### src/rtl/ext_unit_pipe_if.sv
// Request/response bundle for the immediate-extension pipe.
// The master drives requests and out_ready; the slave (the block) drives the rest.
`timescale 1ns/1ps
interface ext_unit_pipe_if #(
    parameter int IN_W  = 16,
    parameter int OUT_W = 32,
    parameter int TAG_W = 5
);
    logic             in_valid;
    logic             in_ready;
    logic [IN_W-1:0]  in_imm;
    logic [1:0]       in_op;
    logic [TAG_W-1:0] in_tag;
    logic             out_valid;
    logic             out_ready;
    logic [OUT_W-1:0] out_imm;
    logic [TAG_W-1:0] out_tag;

    modport master (
        output in_valid, in_imm, in_op, in_tag, out_ready,
        input  in_ready, out_valid, out_imm, out_tag
    );

    modport slave (
        input  in_valid, in_imm, in_op, in_tag, out_ready,
        output in_ready, out_valid, out_imm, out_tag
    );
endinterface

### src/rtl/ext_unit_pipe.sv
// Immediate extension unit: extends at accept time and buffers result+tag in a
// 2-entry FIFO, giving one cycle of latency and full throughput.
`timescale 1ns/1ps
module ext_unit_pipe #(
    parameter int IN_W  = 16,
    parameter int OUT_W = 32,   // must be >= IN_W+2
    parameter int TAG_W = 5
) (
    input  logic           clk,
    input  logic           rst_n,
    input  logic           flush,
    ext_unit_pipe_if.slave bus
);
    localparam int PAD_W = OUT_W - IN_W;

    typedef enum logic [1:0] {
        MODE_SEXT   = 2'b00,
        MODE_ZEXT   = 2'b01,
        MODE_UPPER  = 2'b10,
        MODE_BRANCH = 2'b11
    } mode_e;

    typedef struct packed {
        logic [OUT_W-1:0] imm;
        logic [TAG_W-1:0] tag;
    } entry_t;

    function automatic logic [OUT_W-1:0] extend(input logic [IN_W-1:0] imm,
                                                input logic [1:0]      op);
        logic [OUT_W-1:0] sext;
        sext = {{PAD_W{imm[IN_W-1]}}, imm};
        case (mode_e'(op))
            MODE_SEXT:   extend = sext;
            MODE_ZEXT:   extend = {{PAD_W{1'b0}}, imm};
            MODE_UPPER:  extend = {imm, {PAD_W{1'b0}}};
            MODE_BRANCH: extend = sext << 2;
            default:     extend = sext;
        endcase
    endfunction

    logic [1:0] count_q, count_d;
    logic       wr_ptr_q, wr_ptr_d;
    logic       rd_ptr_q, rd_ptr_d;
    entry_t     mem_q [0:1];
    entry_t     mem_d [0:1];
    entry_t     new_entry;
    logic       accept, pop;

    // in_ready depends only on the count, so out_ready never reaches it.
    assign bus.in_ready  = (count_q != 2'd2);
    assign bus.out_valid = (count_q != 2'd0);
    assign accept        = bus.in_valid && bus.in_ready;
    assign pop           = bus.out_valid && bus.out_ready;

    // Storage is not reset; gate the head so an empty FIFO always reads zero.
    assign bus.out_imm = bus.out_valid ? mem_q[rd_ptr_q].imm : '0;
    assign bus.out_tag = bus.out_valid ? mem_q[rd_ptr_q].tag : '0;

    always_comb begin
        new_entry.imm = extend(bus.in_imm, bus.in_op);
        new_entry.tag = bus.in_tag;
    end

    always_comb begin
        count_d  = count_q;
        wr_ptr_d = wr_ptr_q;
        rd_ptr_d = rd_ptr_q;
        mem_d    = mem_q;
        if (flush) begin
            count_d  = 2'd0;
            wr_ptr_d = 1'b0;
            rd_ptr_d = 1'b0;
        end else begin
            if (accept) begin
                mem_d[wr_ptr_q] = new_entry;
                wr_ptr_d        = ~wr_ptr_q;
            end
            if (pop) rd_ptr_d = ~rd_ptr_q;
            case ({accept, pop})
                2'b10:   count_d = count_q + 2'd1;
                2'b01:   count_d = count_q - 2'd1;
                default: count_d = count_q;
            endcase
        end
    end

    always_ff @(posedge clk) begin
        if (!rst_n) begin
            count_q  <= 2'd0;
            wr_ptr_q <= 1'b0;
            rd_ptr_q <= 1'b0;
        end else begin
            count_q  <= count_d;
            wr_ptr_q <= wr_ptr_d;
            rd_ptr_q <= rd_ptr_d;
        end
    end

    always_ff @(posedge clk) begin
        mem_q <= mem_d;
    end
endmodule

### src/flat_wrapper.sv
// flat-port wrapper written by rule: the top's interface ports become plain ports
module ext_unit_pipe_flat 
#(
    parameter int IN_W  = 16,
    parameter int OUT_W = 32,                       
    parameter int TAG_W = 5
)
  (clk, rst_n, flush, bus_in_valid, bus_in_imm, bus_in_op, bus_in_tag, bus_out_ready, bus_in_ready, bus_out_valid, bus_out_imm, bus_out_tag);
  ext_unit_pipe_if #(.IN_W(IN_W), .OUT_W(OUT_W), .TAG_W(TAG_W)) bus_i ();
  input  logic clk;
  input  logic rst_n;
  input  logic flush;
  input wire logic [$bits(bus_i.in_valid)-1:0] bus_in_valid;
  input wire logic [$bits(bus_i.in_imm)-1:0] bus_in_imm;
  input wire logic [$bits(bus_i.in_op)-1:0] bus_in_op;
  input wire logic [$bits(bus_i.in_tag)-1:0] bus_in_tag;
  input wire logic [$bits(bus_i.out_ready)-1:0] bus_out_ready;
  output wire logic [$bits(bus_i.in_ready)-1:0] bus_in_ready;
  output wire logic [$bits(bus_i.out_valid)-1:0] bus_out_valid;
  output wire logic [$bits(bus_i.out_imm)-1:0] bus_out_imm;
  output wire logic [$bits(bus_i.out_tag)-1:0] bus_out_tag;
  assign bus_i.in_valid = bus_in_valid;
  assign bus_i.in_imm = bus_in_imm;
  assign bus_i.in_op = bus_in_op;
  assign bus_i.in_tag = bus_in_tag;
  assign bus_i.out_ready = bus_out_ready;
  assign bus_in_ready = bus_i.in_ready;
  assign bus_out_valid = bus_i.out_valid;
  assign bus_out_imm = bus_i.out_imm;
  assign bus_out_tag = bus_i.out_tag;
  ext_unit_pipe #(.IN_W(IN_W), .OUT_W(OUT_W), .TAG_W(TAG_W)) u_core (.clk(clk), .rst_n(rst_n), .flush(flush), .bus(bus_i));
endmodule
### config.mk
export PLATFORM = sky130hd
export DESIGN_NAME = ext_unit_pipe_flat
export DESIGN_NICKNAME = d
export VERILOG_FILES = /design/src/rtl/ext_unit_pipe_if.sv /design/src/rtl/ext_unit_pipe.sv /design/src/flat_wrapper.sv
export SDC_FILE = /design/constraint.sdc
export NUM_CORES = 1
export LEC_CHECK = 0
export ABC_AREA = 1
export CORE_MARGIN = 3
export CORE_UTILIZATION = 54
export CTS_BUF_LIST = sky130_fd_sc_hd__clkbuf_2
export DETAILED_ROUTE_END_ITERATION = 16
export GPL_ROUTABILITY_DRIVEN = 0
export PLACE_DENSITY = 0.83
export REMOVE_ABC_BUFFERS = 1
export SETUP_SLACK_MARGIN = 0.5
export SYNTH_ARGS = -nofsm -noshare
export SYNTH_HDL_FRONTEND = slang
export SYNTH_SLANG_ARGS = --single-unit
export TNS_END_PERCENT = 50
### constraint.sdc
create_clock -name clk -period 4.05 [get_ports clk]
set_clock_uncertainty 0.2 [all_clocks]
set_input_delay 0.81 -clock clk [delete_from_list [all_inputs] [get_ports clk]]
set_output_delay 0.81 -clock clk [all_outputs]
set_load 0.02 [all_outputs]
Yosys cells after proc, flatten, opt, wreduce, memory -nomap -nowiden
Cells that the tools add are included.
Operators by class
  $add $sub $neg: 2
  shift-type cells: 0
  order comparisons: 3
  reductions and logical operators: 8
  mux-type cells: 10
  bitwise logic cells: 6
  multipliers: 0
  equal/unequal tests: 6
  divide/modulo/power cells: 0
Operators with widths (number)
  37-bit two-way mux: 4
  32-bit case mux with 4 select lines: 1
  74-bit bitwise mux: 1
  37-bit demux with 1-bit select: 1
  32-bit two-way mux: 1
  2-bit equality test, second input constant: 3
  5-bit two-way mux: 1
  2-bit by 1-bit equality test with 1-bit output, second input constant: 2
  2-bit greater-or-equal comparator, second input constant: 2
  1-bit NOT: 4
  1-bit NOT with 2-bit output: 2
  2-bit case mux with 2 select lines: 1
  2-bit nonzero test: 2
  1-bit logical AND: 3
  2-bit by 1-bit adder with 2-bit output, second input constant: 1
  2-bit zero test: 1
  2-bit by 1-bit < comparator with 1-bit output, second input constant: 1
  2-bit inequality test, second input constant: 1
  2-bit AND reduction: 1
  2-bit OR reduction: 1
  2-bit by 1-bit subtractor with 2-bit output, second input constant: 1
Word-level totals
  latch bits: 0
  memory bits (writable): 0
  bits in read-only memories: 0
  memories kept: 0
  flip-flop bits (word level): 78
  output and inout bits: 39

Logic depth before layout (Yosys ltp)
Gate-level depths: netlist of the first run.
  word-level depth: 6
  gate-level depth with buffers: 9
  gate-level depth less buffers: 9

Worst setup path after synthesis of the first run
OpenSTA, ideal clock, no wires.
  kind: in2reg
  start: input bus_in_valid
  end: register u_core.mem_q[0] in the netlist's numbering, enable pin
  arrival: 2647 ps
  buffers on the path: 0
  stages on the path: 3
  setup slack: 772 ps
  cell sequence: a21boi_2 > nand2_1 > nor2_1
Between the ends
  word-level cells in the longest chain between the ends: 2
RTL lines
  start: declaration: RTL line flat_wrapper.sv:13  | input wire logic [$bits(bus_i.in_valid)-1:0] bus_in_valid;
  1-bit logical AND: RTL line ext_unit_pipe.sv:52  | assign accept = bus.in_valid && bus.in_ready;
  2-bit AND reduction (no source line)
  end signal: assignment: RTL line ext_unit_pipe.sv:100  | mem_q <= mem_d;
  end: declaration: RTL line ext_unit_pipe.sv:44  | entry_t mem_q [0:1];
Every way passes these cells.
A chain may end at the register's enable or synchronous reset.

Final worst setup path of the first run
  start: register u_core.rd_ptr_q
  end: output bus_out_imm[29]
Between the ends
  word-level cells in the longest chain between the ends: 5
RTL lines
  start: declaration: RTL line ext_unit_pipe.sv:43  | logic rd_ptr_q, rd_ptr_d;
  start signal: assignment: RTL line ext_unit_pipe.sv:95  | rd_ptr_q <= rd_ptr_d;
  1-bit NOT with 2-bit output (not written as such): RTL line ext_unit_pipe.sv:56  | assign bus.out_imm = bus.out_valid ? mem_q[rd_ptr_q].imm : '0;
  37-bit two-way mux (not written as such) (3 in series): RTL line ext_unit_pipe.sv:56
  32-bit two-way mux: RTL line ext_unit_pipe.sv:56
  end: declaration: RTL line flat_wrapper.sv:20  | output wire logic [$bits(bus_i.out_imm)-1:0] bus_out_imm;
Every way passes these cells. The select of a mux whose other input is x is not followed.

==> impl_metrics.py, run 1 <==
metrics = {
    "status": {
        "run_status": "finished, final reports clean",
    },
    "floorplan": {
        "start_util_pct": 57.2,
        "rows": 28,
        "dieArea_um2": 7460,
        "fp.dieW_um": 86.3,
        "die_h_um": 86.3,
        "core_area_um2": 6100,
        "pin_count": 67,
    },
    "cells_and_area": {
        "final_nets": 393,
        "antenna_cells": 0,
        "fillCellCount": 457,
        "syn2layout_area_growth_pct": 23.9,
        "drive_gt1_share_pct": 17.6,
    },
    "drt": {
        "post_drt_via_cell_ratio": 5.33,
        "drt-total-wl_um": 7200,
        "drtIter0Drc": 176,
        "wire_per_inst_um": 16.2,
        "drt_first_pass_iters": 4,
        "drc": 0,
        "drtAntennaViolNets": 0,
        "vias": 2368,
    },
    "worst_setup_path": {
        "max_stage_delay_ps": 570,
        "cp-startpoint": "u_core.rd_ptr_q$_SDFFE_PP0P_",
        "worstReg2RegStart": "u_core.count_q[0]$_SDFFE_PP0P_",
        "slowest_stage": "clkdlybuf4s50_1",
        "startpoint_type": "flip-flop",
        "worst_ep_arrival_time_ps": 2270,
        "crit_chain": "clkinvlp_4, buf_4, nand2_1, a21oi_2, clkdlybuf4s50_1",
        "rrSetupSlack_ps": 1960,
        "critPathMaxFanout": 18,
        "crit_required_ps": 3040,
        "crit_path_end_kind": "output pin",
        "path_class": "flip-flop to output pin",
    },
    "worst_hold_path": {
        "holdCritStartpoint": "u_core.wr_ptr_q$_SDFFE_PP0P_",
        "min_path_type": "flip-flop to flip-flop",
    },
    "placement": {
        "dp_hpwl_um": 4490,
        "portBuffers": 66,
    },
    "sta": {
        "fmax_mhz": 304,
        "period_needed_ps": 3280,
        "max_slew_margin_pct": 53.1,
        "min_period_over_period_pct": 81.1,
        "setup_viol": 0,
        "rsz0062_at_grt": "false",
        "final_max_slew_viol_count": 0,
        "hold_viol_final": 0,
        "setup-tns-final_ps": 0,
        "tightest_slew_ps": 701,
    },
    "power_and_ir_drop": {
        "power_density_nw_per_um2": 374,
        "p_leak_nw": 1.58,
        "irDropWorstVdd_uv": 215,
        "total_power_w": 0.00161,
    },
    "grt": {
        "grt_pass1_vias": 2369,
        "grt_pass1_wl_um": 11300,
        "grt.overflow.total": 0,
        "grt_antenna_before_repair": 0,
        "grt_max_degree": 39,
        "grt_usage_pct": 20.1,
    },
    "synthesis": {
        "yosysWarnings": 0,
        "synth.area.top_cells": "edfxtp_1 64%, nand2_1 8.9%, a21oi_1 4.0%",
        "netlist_area_um2": 3490,
        "ys_seq_area_share_pct": 66.0,
        "synth_top_cell_by_area": "edfxtp_1",
        "synthCells": 296,
        "ys_ff_latch": 78,
        "syn-mean-instance-area_um2": 11.8,
        "synth_cell_type_count": 25,
        "synth_top_area_share_pct": 63.7,
    },
    "flow_run": {
        "drv_cap": 0,
    },
    "clock_network": {
        "numCtsBuffers": 9,
        "cts.path.max_buffers": 2,
        "postCtsHoldBufs": 0,
        "cts-root-buf": "clkbuf_2",
        "clkTransAtPathRegs_ps": 190,
        "cts.sinks": 78,
        "clk_latency_ps": 480,
        "cts_tree": "done",
        "htreeDepth": 3,
    },
}
-- layout by cell type, fill, tap and decap left out, drive strengths merged --
master and count:
bufinv 2, clkinv 3, nand4 1, clkinvlp 1, inv 24, dfxtp 4, nor2 16, clkbuf 11
ha 1, nand2 86, buf 7, xor2 1, a21oi 37, nor3 3, o22ai 14, a21boi 1
clkdlybuf4s50 66, edfxtp 74, o21ai 17
-- timing repair --
| item | CTS | global route |
|---|---|---|
| endpoints found under the setup margin | 0 | 30 |
| resized for setup | 0 | 1 |
| setup buffers | 0 | 0 |
-- layer usage --
metal | up-vias | share of wire, % | track usage (%)
met1 | 1099 | 40 | 25.9
met5 | - | 0 | 0
met4 | 0 | 2.0 | 10.2
li1 | 1155 | - | -
met2 | 98 | 51 | 32.5
met3 | 16 | 7.3 | 4.09
-- critical path: cells and delay by family, from the launching register on --
family          cells  cell delay, ps
buf+inv             3            1250
flops               1             420
compound gates      1              60
simple gates        1              80
-- kinds of logic (layout without fill, tap and decap cells) --
group / after synthesis / after routing / synth area share, %
flip-flops: 78 / 78 / 66.0
AO/OA/AOI/OAI: 69 / 69 / 14.4
buffers and inverters: 42 / 114 / 6.42
AND/OR/NAND/NOR: 105 / 106 / 12.5
adder cells (fa/ha/maj): 1 / 1 / 0.359
XOR/XNOR: 1 / 1 / 0.251
-- path summary, 6_finish.rpt --
| kind | to | cells past startpoint |
|---|---|---|
| worst max-delay path | bus_out_imm[29] | 5 |
| worst min-delay path | u_core.wr_ptr_q$_SDFFE_PP0P_ | 2 |
| worst max register to register | u_core.mem_q[0]$_DFFE_PP_ | 5 |
| worst min register to register | u_core.wr_ptr_q$_SDFFE_PP0P_ | 2 |
-- through the flow --
step | instance area, µm² | hold WS, ps | util [%] | worst slack [ps] | cells
finish | 4320 | 370 | 70.9 | 765 | 444
global placement | 4180 | 317 | 68.6 | 941 | 427
CTS | 4310 | 362 | 70.7 | 510 | 443
detailed placement | 4180 | 342 | 68.6 | 894 | 427
global route | 4320 | 377 | 70.9 | 629 | 444
floorplan | 3360 | 290 | - | 772 | 279
-- power breakdown --
part           leakage, nW  switching (W)  total, W  internal [W]
sequential           0.721     0.00000966  0.000928      0.000918
combinational        0.772       0.000135  0.000231     0.0000961
clock               0.0833       0.000249  0.000455      0.000206
total                 1.58       0.000394   0.00161       0.00122
-- synthesized netlist by cell type, drive strengths merged --
library cell and number:
a21boi 1, a21oi 37, buf 17, dfxtp 4, edfxtp 74, ha 1
inv 25, nand2 86, nand4 1, nor2 15, nor3 3, o21ai 17
o22ai 14, xor2 1
-- registers in the layout (all words and copies together) (netlist names) --
name / cells
u_core.count_q: 2
u_core.mem_q: 74
u_core.rd_ptr_q: 1
u_core.wr_ptr_q: 1
-- final cells by class --
type	count	area (µm²)	area share, %
tap	75	93.8	2.17
timing repair buffer	73	713	16.5
inverter	25	97.6	2.26
multi-input combinational	177	985	22.8
clock buffer	11	55.1	1.27
clock inverter	5	73.8	1.71
sequential	78	2300	53.3
Note: power is estimated with default switching activity, not from simulation.
==> inputs of run 2 (changes only) <==
- CORE_UTILIZATION: 54 -> 48
- PLACE_DENSITY: 0.83 -> 0.78
- clock period: 4.05 -> 2.9 ns (I/O delays scaled with it)
==> impl_metrics.py, run 2 (same netlist as run 1, synthesis figures left out) <==
metrics = {
    "status": {
        "run_status": "finished, final reports clean",
    },
    "cells_and_area": {
        "fin_util_pct": 67.4,
        "top_register": "u_core.mem_q",
        "syn2layout_area_growth_pct": 33.6,
        "antenna_cells": 0,
        "drive_gt1_share_pct": 35.0,
        "layout.cells.most_common": "nand2_1",
        "final_cell_mix": "76 x nand2_1, 74 x edfxtp_1, 28 x clkdlybuf4s50_1, 28 x buf_4, 21 x inv_1",
        "final_nets": 410,
        "reg_top3": "u_core.mem_q x74, u_core.count_q x2",
        "largest_register_ffs": 74,
    },
    "floorplan": {
        "pin_count": 67,
        "fp.dieW_um": 91.2,
        "start_util_pct": 50.5,
        "core_area_um2": 6910,
        "dieArea_um2": 8320,
        "die_h_um": 91.2,
        "rows": 30,
    },
    "drt": {
        "top_layer": "met4",
        "drtAntennaViolNets": 0,
        "wl_met1_um": 3510,
        "vias": 2634,
        "drt_first_pass_iters": 5,
        "dr_wl_met3_um": 754,
        "drc": 0,
        "post_drt_via_cell_ratio": 5.46,
        "wire_per_inst_um": 18.6,
        "drt-total-wl_um": 8960,
        "dr_wl_met2_um": 4470,
        "drtIter0Drc": 247,
    },
    "sta": {
        "min_period_over_period_pct": 83.7,
        "period_needed_ps": 2430,
        "setup_viol": 0,
        "tightest_slew_ps": 421,
        "setup_ws_ps": 472,
        "hold_viol_final": 0,
        "final_max_slew_viol_count": 0,
        "fmax_mhz": 412,
        "setup-tns-final_ps": 0,
        "fin_hold_ws_ps": 350,
        "max_slew_margin_pct": 71.8,
        "rsz0062_at_grt": "true",
    },
    "clock_network": {
        "clk_latency_ps": 500,
        "cts_tree": "done",
        "htreeDepth": 3,
        "cts.sinks": 78,
        "postCtsHoldBufs": 0,
        "numCtsBuffers": 9,
        "cts.path.max_buffers": 2,
        "cts-root-buf": "clkbuf_2",
        "clkTransAtPathRegs_ps": 200,
    },
    "worst_setup_path": {
        "max_stage_delay_ps": 410,
        "crit_chain": "nor2_4, buf_12, inv_1, dlygate4sd2_1",
        "path_buf_inv": 3,
        "crit_path_end_kind": "output pin",
        "crit_required_ps": 2120,
        "path_class": "flip-flop to output pin",
        "critPathMaxFanout": 20,
        "cp_top_family": "buffers and inverters",
        "worst_ep_arrival_time_ps": 1650,
        "startpoint_type": "flip-flop",
        "slowest_stage": "dfxtp_4",
    },
    "placement": {
        "dp_hpwl_um": 4730,
        "portBuffers": 66,
        "dpl_worst_slack_ps": 440,
    },
    "grt": {
        "grt_max_degree": 38,
        "grt_antenna_before_repair": 0,
        "grt_pass1_vias": 2464,
        "grt.overflow.total": 0,
        "grt_usage_pct": 20.4,
        "grt_pass1_wl_um": 12800,
    },
    "power_and_ir_drop": {
        "power_density_nw_per_um2": 460,
        "p_leak_nw": 1.85,
        "irDropWorstVdd_uv": 283,
    },
    "worst_hold_path": {
        "min_path_type": "flip-flop to flip-flop",
    },
    "flow_run": {
        "drv_cap": 0,
    },
}
==> run 2: cell types whose count changed in the layout (fill, tap and decap cells not counted), moves of 4 or more <==
cell and delta:
a21oi_2 +5, clkdlybuf4s50_1 -38, nand2_4 +4, clkbuf_16 +5, buf_6 +7, a21oi_1 -8, buf_12 +6, nand2_1 -7
buf_4 +21, buf_2 +10
==> run 2: final cells by class <==
class | instances | area (µm²)
clock inverter | 7 | 31.3
inverter | 25 | 106
timing repair buffer | 91 | 971
tap | 96 | 120
fill | 511 | 2250
multi-input combinational | 176 | 1070
clock buffer | 9 | 45.0
sequential | 78 | 2310
==> run 2: stage by stage <==
step | power, W | cells | area (µm²)
floorplan | 0.00149 | 279 | 3360
global placement | 0.00164 | 450 | 4260
detailed placement | 0.00165 | 450 | 4260
CTS | 0.00211 | 472 | 4370
global route | 0.00223 | 482 | 4660
finish | 0.00214 | 482 | 4660
==> run 2: where the power goes <==
group	leakage (nW)	switching (W)	internal, W
sequential	0.723	0.0000145	0.00128
clock	0.0577	0.000361	0.0000991
combinational	1.07	0.000220	0.000167
==> run 2: repair_timing <==
item	4_1_cts	5_1_grt
resized for setup	162	56
endpoints found under the setup margin	39	39
pin swaps	1	7
buffers inserted	3	4
cloned	3	6
==> run 2: metal layers <==
metal	global-route usage (%)	up-vias
met5	0	-
met4	9.92	0
met3	3.40	24
met2	32.4	151
met1	27.1	1266
li1	-	1193
==> run 2: worst paths after layout <==
| path | from | slack, ps | endpoint | depth (start not counted) |
|---|---|---|---|---|
| max | u_core.count_q[1]$_SDFFE_PP0P_ | 470 | bus_out_valid | 4 |
| min | u_core.count_q[1]$_SDFFE_PP0P_ | 350 | u_core.count_q[1]$_SDFFE_PP0P_ | 2 |
| max reg2reg | u_core.count_q[1]$_SDFFE_PP0P_ | 930 | u_core.count_q[1]$_SDFFE_PP0P_ | 11 |
| min reg2reg | u_core.count_q[1]$_SDFFE_PP0P_ | 350 | u_core.count_q[1]$_SDFFE_PP0P_ | 2 |
==> run 2: tightest hold or removal path, stage by stage, from the launching register on <==
cell and delay (ps):
dfxtp_4 410, nor2_1 100, nor2_1 40
